### config.mk
export PLATFORM = sky130hd
export DESIGN_NAME = adder_arbiter
export DESIGN_NICKNAME = d
export VERILOG_FILES = /design/src/rtl/adder_arbiter_pkg.sv /design/src/rtl/adder.sv /design/src/rtl/adder_arbiter.sv
export SDC_FILE = /design/constraint.sdc
export NUM_CORES = 1
export LEC_CHECK = 0
export CORE_ASPECT_RATIO = 1.25
export CORE_MARGIN = 2
export CORE_UTILIZATION = 48
export DETAILED_ROUTE_END_ITERATION = 7
export GPL_TIMING_DRIVEN = 0
export PLACE_DENSITY = 0.89
export SLEW_MARGIN = 20
export SYNTH_ARGS = -nofsm -noshare
export SYNTH_HDL_FRONTEND = slang
export SYNTH_SLANG_ARGS = --single-unit
### constraint.sdc
create_clock -name clk -period 15.4 [get_ports clk]
set_clock_uncertainty 0.2 [all_clocks]
set_input_delay 3.08 -clock clk [delete_from_list [all_inputs] [get_ports clk]]
set_output_delay 3.08 -clock clk [all_outputs]
set_load 0.005 [all_outputs]
### src/rtl/adder_arbiter_pkg.sv
// Shared definitions for the adder arbiter: datapath width, result-slot state encodings
// and the round-robin pick used to choose between the two requesters.
package adder_arbiter_pkg;

  localparam int unsigned WORD = 64;

  localparam logic EMPTY = 1'b0;
  localparam logic FULL  = 1'b1;

  // Index of the requester to grant; only meaningful when at least one is valid.
  function automatic logic rr_pick(input logic v0, input logic v1, input logic last_grant);
    if (v0 && v1) begin
      return ~last_grant;
    end
    return v1;
  endfunction

endpackage

### src/rtl/adder.sv
// Plain combinational WORD-bit adder; the carry out is dropped.
module adder #(
  parameter int unsigned Width = 64
) (
  input  logic [Width-1:0] a,
  input  logic [Width-1:0] b,
  output logic [Width-1:0] sum
);

  assign sum = a + b;

endmodule

### src/rtl/adder_arbiter.sv
// Two requesters share one adder through a round-robin arbiter feeding a single
// registered result slot with valid/ready backpressure and one-per-cycle throughput.
module adder_arbiter
  import adder_arbiter_pkg::*;
(
  input  logic            clk,
  input  logic            reset,
  input  logic            req0_valid_in,
  input  logic [WORD-1:0] req0_a_in,
  input  logic [WORD-1:0] req0_b_in,
  output logic            req0_ready_out,
  input  logic            req1_valid_in,
  input  logic [WORD-1:0] req1_a_in,
  input  logic [WORD-1:0] req1_b_in,
  output logic            req1_ready_out,
  output logic            res_valid_out,
  output logic [WORD-1:0] res_data_out,
  output logic            res_id_out,
  input  logic            res_ready_in
);

  logic            state_q, state_d;
  logic [WORD-1:0] data_q, data_d;
  logic            id_q, id_d;
  logic            last_grant_q, last_grant_d;
  logic            slot_free;
  logic            grant, grant_idx;
  logic [WORD-1:0] op_a, op_b, sum;

  assign slot_free = (state_q == EMPTY) || res_ready_in;

  // Grants are suppressed while reset is held so nothing is accepted in the reset cycle.
  always_comb begin
    grant     = 1'b0;
    grant_idx = 1'b0;
    if (!reset && slot_free && (req0_valid_in || req1_valid_in)) begin
      grant     = 1'b1;
      grant_idx = rr_pick(req0_valid_in, req1_valid_in, last_grant_q);
    end
  end

  assign req0_ready_out = grant && !grant_idx;
  assign req1_ready_out = grant && grant_idx;

  assign op_a = grant_idx ? req1_a_in : req0_a_in;
  assign op_b = grant_idx ? req1_b_in : req0_b_in;

  adder #(
    .Width(WORD)
  ) u_adder (
    .a  (op_a),
    .b  (op_b),
    .sum(sum)
  );

  always_comb begin
    state_d      = state_q;
    data_d       = data_q;
    id_d         = id_q;
    last_grant_d = last_grant_q;
    if (grant) begin
      data_d       = sum;
      id_d         = grant_idx;
      last_grant_d = grant_idx;
    end
    case (state_q)
      EMPTY:   if (grant) state_d = FULL;
      FULL:    if (res_ready_in && !grant) state_d = EMPTY;
      default: state_d = EMPTY;
    endcase
  end

  always_ff @(posedge clk or posedge reset) begin
    if (reset) begin
      state_q      <= EMPTY;
      data_q       <= '0;
      id_q         <= 1'b0;
      last_grant_q <= 1'b1;
    end else begin
      state_q      <= state_d;
      data_q       <= data_d;
      id_q         <= id_d;
      last_grant_q <= last_grant_d;
    end
  end

  assign res_valid_out = (state_q == FULL);
  assign res_data_out  = data_q;
  assign res_id_out    = id_q;

endmodule
-- After elaboration in Yosys (flattened, before gate mapping)
Index checks and enable logic that the tools add are counted.
- bitwise operators: 2
- reduce and logical (&&, ||, !) cells: 11
- mux-type cells: 11
- add/sub/neg operators: 1
- operator list (operator ; number):
    two-way mux 64 bit ; 2
    adder 64 bit ; 1
    two-way mux 1 bit ; 8
    logical AND 1 bit ; 6
    zero test 1 bit ; 3
    logical OR 1 bit ; 2
    NOT 1 bit ; 2
    one-hot mux 1 bit (2 select lines) ; 1
- bits of input ports: 261
- output and inout port bits: 68
- register bits after elaboration: 67
- word-level logic and storage cells: 29

-- Longest topological paths before layout
- depth in word-level cells: 9
- depth in mapped cells: 20
- gate-level depth less buffers: 16

-- By module
Synthesis repeated with hierarchy kept, for this count alone.
- cell total of the unflattened synthesis: 816
- area total of the unflattened synthesis: 7830.0 um^2
- by module, submodules not included (module ; area each (um^2) ; seq. area each (um^2) ; instances ; cells an instance):
    adder_arbiter ; 4115.2 ; 1677.9 ; 1 ; 291
    adder ; 3714.8 ; 0.0 ; 1 ; 525

-- Least setup slack after synthesis
OpenSTA, ideal clock, no wires.
- path type: input to output
- start: input port reset
- end: output port req1_ready_out
- arrival time: 5931 ps
- stages: 7
- data required time: 12120 ps
- path buffers: 3
- slack: 6189 ps
- cell sequence: inv_1 > o21ai_0 > nor2b_1 > clkbuf_1 > and3_1 > clkbuf_1 > buf_1
- word-level cells in the longest chain between the ends: 5
- elaborated cells on any way between the ends: 6
- those cells by class: 2 x mux; 4 x reduce/logical
- ends and longest elaborated chain (item ; line ; text):
    start, declared ; adder_arbiter.sv:7 ; input logic reset,
    zero test 1 bit (no line) * ; -- ;
    logical AND 1 bit * (2 in series) ; adder_arbiter.sv:36 ; if (!reset && slot_free && (req0_valid_in || req1_valid_in)) begin
    two-way mux 1 bit ; adder_arbiter.sv:36 ;
    logical AND 1 bit * ; adder_arbiter.sv:43 ; assign req1_ready_out = grant && grant_idx;
    end, declared ; adder_arbiter.sv:15 ; output logic req1_ready_out,
Every way passes the cells marked *; elsewhere a longest branch is shown, timed or not.

-- Worst setup path in the final report
Same ends and word-level chain as after synthesis.

==> impl_metrics.json <==
{
  "dp_hpwl_mm": 22.6,
  "synth_largest_area_cell": "dfrtp_1",
  "grt-busiest-layer": "met2",
  "numCtsBuffers": 9,
  "h-tree-depth": 3,
  "die_w_um": 118,
  "first_pass_iters": 5,
  "place_congestion": 1.00,
  "synthCells": 933,
  "grt_max_degree": 53,
  "drcViolationCount": 0,
  "crit_path_start_kind": "primary input",
  "grt_util_met1": 0.331,
  "crit_path_max_fanout": 52,
  "die_area_sq_um": 17300,
  "first_iter_violations": 493,
  "antenna_found_initial": 0,
  "ys.flop_type": "dfrtp_1",
  "grt_util_met3": 0.0629,
  "ctsHoldBuffers": 0,
  "synth-compound-area-share": 0.246,
  "maxSlewViolCount": 0,
  "core_area_sq_um": 16100,
  "period_share": 0.638,
  "synth-simple-area-share": 0.153,
  "ys_seq_area_frac": 0.215,
  "initial_utilization": 0.486,
  "die_h_um": 147,
  "diodes": 0,
  "grtUsageMet2": 0.582,
  "syn_avg_cell_area_sq_um": 8.37,
  "wl_per_cell_um": 18.5,
  "drive_gt1_frac": 0.144,
  "via_count": 8771,
  "maxCapViolCount": 0,
  "synth-seq-cells": 67,
  "clk_latency_ns": 0.33,
  "numPortBuffers": 328,
  "placedInstanceArea_sq_um": 11400,
  "grt_overflow": 0,
  "cp-end-kind": "output pin",
  "tightestPinTransition_ns": 0.835,
  "ys_top_cells_by_area": "dfrtp_1, mux2_2, ha_1, nand2_1, a21oi_1",
  "setup-violations-final": 0,
  "crit_type": "primary input to output pin",
  "synth_edf_count": 0,
  "ys_types": 73,
  "io_pins": 329,
  "ys_async_sr_fraction": 1.00,
  "rsz0062_at_grt": "no",
  "clock_path_buffers": 2,
  "track_usage": 0.313,
  "synth.mux.area_fraction": 0.183,
  "ant_nets": 0,
  "layout.nets": 1598,
  "crit_arrival_ns": 6.54,
  "post_cts_resized": 0,
  "final_area_sq_um": 11700,
  "holdWs_ns": 0.277,
  "peakVddDrop_mv": 0.0477,
  "holdCritPathClass": "register to register",
  "cts.clk_slew.worst_paths_ns": 0.05,
  "hold_viol": 0,
  "tns_ns": 0,
  "cts_root_buffer": "clkbuf_16",
  "area_delta_synth_final_pct": 50.1,
  "yosysTopAreaCellShare": 0.212,
  "viasPerCell": 5.87,
  "status": "finished, final reports clean",
  "p_per_area_nw_per_um2": 90.1,
  "finalPower_mw": 1.06,
  "reg2reg_slack_ns": 9.24,
  "max_freq_mhz": 102,
  "synth-xor-area-share": 0.0606,
  "synth_top_family_by_area": "compound AO/OA/AOI/OAI gates",
  "yosysWarnings": 0,
  "syn_area_sq_um": 7810,
  "cts_tree": "built",
  "routed_wl_mm": 27.7,
  "numClockSinks": 67,
  "critPathRequiredTime_ns": 12.12,
  "max-slew-margin-rel": 0.444,
  "fin_crit_ns": 9.82,
  "postCtsSetupBuffers": 0,
  "synth_nets": 1258,
  "leakage_nw": 4.76,
  "synthAdderAreaFrac": 0.104,
  "final_core_util": 0.729,
  "grt_pass1_wl_mm": 44.1,
  "grt_pass1_vias": 8945,
  "num_rows": 52
}
cell usage after synthesis, types with 14 or more instances:
cell type and instances:
o21bai_1 19, nand2_1 122, dfrtp_1 66, nand3_1 18, nor2_1 32, nand4_1 22
xnor2_1 27, inv_1 24, a21o_1 26, a21oi_1 83, o21ai_0 80, clkbuf_1 30
ha_1 63, buf_2 14, nor3_1 14, xor2_1 27, mux2_2 127
metrics by stage:
stage               cells  setup WS [ns]
finish               1494           5.58
global route         1494           5.42
CTS                  1494           5.62
detailed placement   1478           5.46
global placement     1477           3.68
floorplan             933           6.19
logic make-up after synthesis:
| family | Yosys count |
|---|---|
| flops | 67 |
| mux | 127 |
| xor+xnor | 54 |
| simple gates | 254 |
| buf+inv | 75 |
| compound gates | 292 |
| fa+ha+maj | 64 |
registers in the layout (all words and copies together), names as in the netlist:
register,cells
res_data_out,64
last_grant_q,1
res_id_out,1
res_valid_out,1
layer usage:
layer / routed length [um] / vias up / part of all wire
met5: 0 / - / 0
met4: 1260 / 0 / 0.046
met3: 2010 / 92 / 0.073
met2: 14400 / 457 / 0.52
met1: 10000 / 4091 / 0.36
li1: - / 4131 / -
path summary, 6_finish.rpt:
| check | from | end | depth (start not counted) |
|---|---|---|---|
| max | reset | req1_ready_out | 10 |
| min | res_data_out[42] | res_data_out[42] | 2 |
| max reg2reg | res_valid_out | res_data_out[45] | 19 |
| min reg2reg | res_data_out[42] | res_data_out[42] | 2 |
| max in group asynchronous | reset | last_grant_q | 3 |
| min in group asynchronous | reset | res_data_out[14] | 2 |
area by class of cell:
cell class,instances,area (sq um)
multi-input combinational,791,5820
tap,216,270
inverter,24,92.6
timing repair buffer,329,3310
sequential,67,1680
fill,1231,4350
buffer,51,216
clock inverter,4,72.6
clock buffer,12,256
worst max-delay path: stages:
cell and delay (ns):
clkdlybuf4s50_1 0.45, inv_4 0.24, buf_16 0.31, o21ai_0 0.22
nor2b_1 0.15, clkbuf_1 0.41, and3_1 0.23, clkbuf_1 0.27
buf_1 0.53, clkdlybuf4s50_1 0.62
power by group:
part / switching, mW / internal [mW]
registers: 0.0301 / 0.229
clock network: 0.0834 / 0.151
logic: 0.268 / 0.294
total: 0.382 / 0.674
placed cells by master (no fill, tap or decap), types with 3 or more instances in the layout:
cell / Yosys / layout
o21bai_1: 19 / 19
a21oi_2: 6 / 6
a31oi_1: 5 / 5
dfrtp_1: 66 / 66
and3_1: 8 / 8
o211ai_1: 7 / 7
nor4_1: 5 / 5
a221oi_1: 3 / 3
or4_1: 4 / 4
o2111ai_1: 3 / 3
nand2b_1: 3 / 3
nand3_1: 18 / 18
a211oi_1: 9 / 9
nand2_1: 122 / 122
clkbuf_16: 0 / 9
inv_1: 24 / 23
clkbuf_1: 30 / 31
o21ai_1: 7 / 7
a41oi_1: 3 / 3
nor2b_1: 7 / 7
ha_1: 63 / 63
nor3_1: 14 / 14
nand4_1: 22 / 22
o21a_1: 6 / 6
or3_1: 3 / 3
a21boi_0: 3 / 3
mux2_2: 127 / 127
o31ai_1: 3 / 3
o21ai_0: 80 / 80
clkdlybuf4s50_1: 0 / 328
buf_1: 6 / 6
nor2_1: 32 / 32
xor2_1: 27 / 27
xnor2_1: 27 / 27
buf_2: 14 / 14
a21oi_1: 83 / 83
a21o_1: 26 / 26
Power figures use the tool's default switching activity.
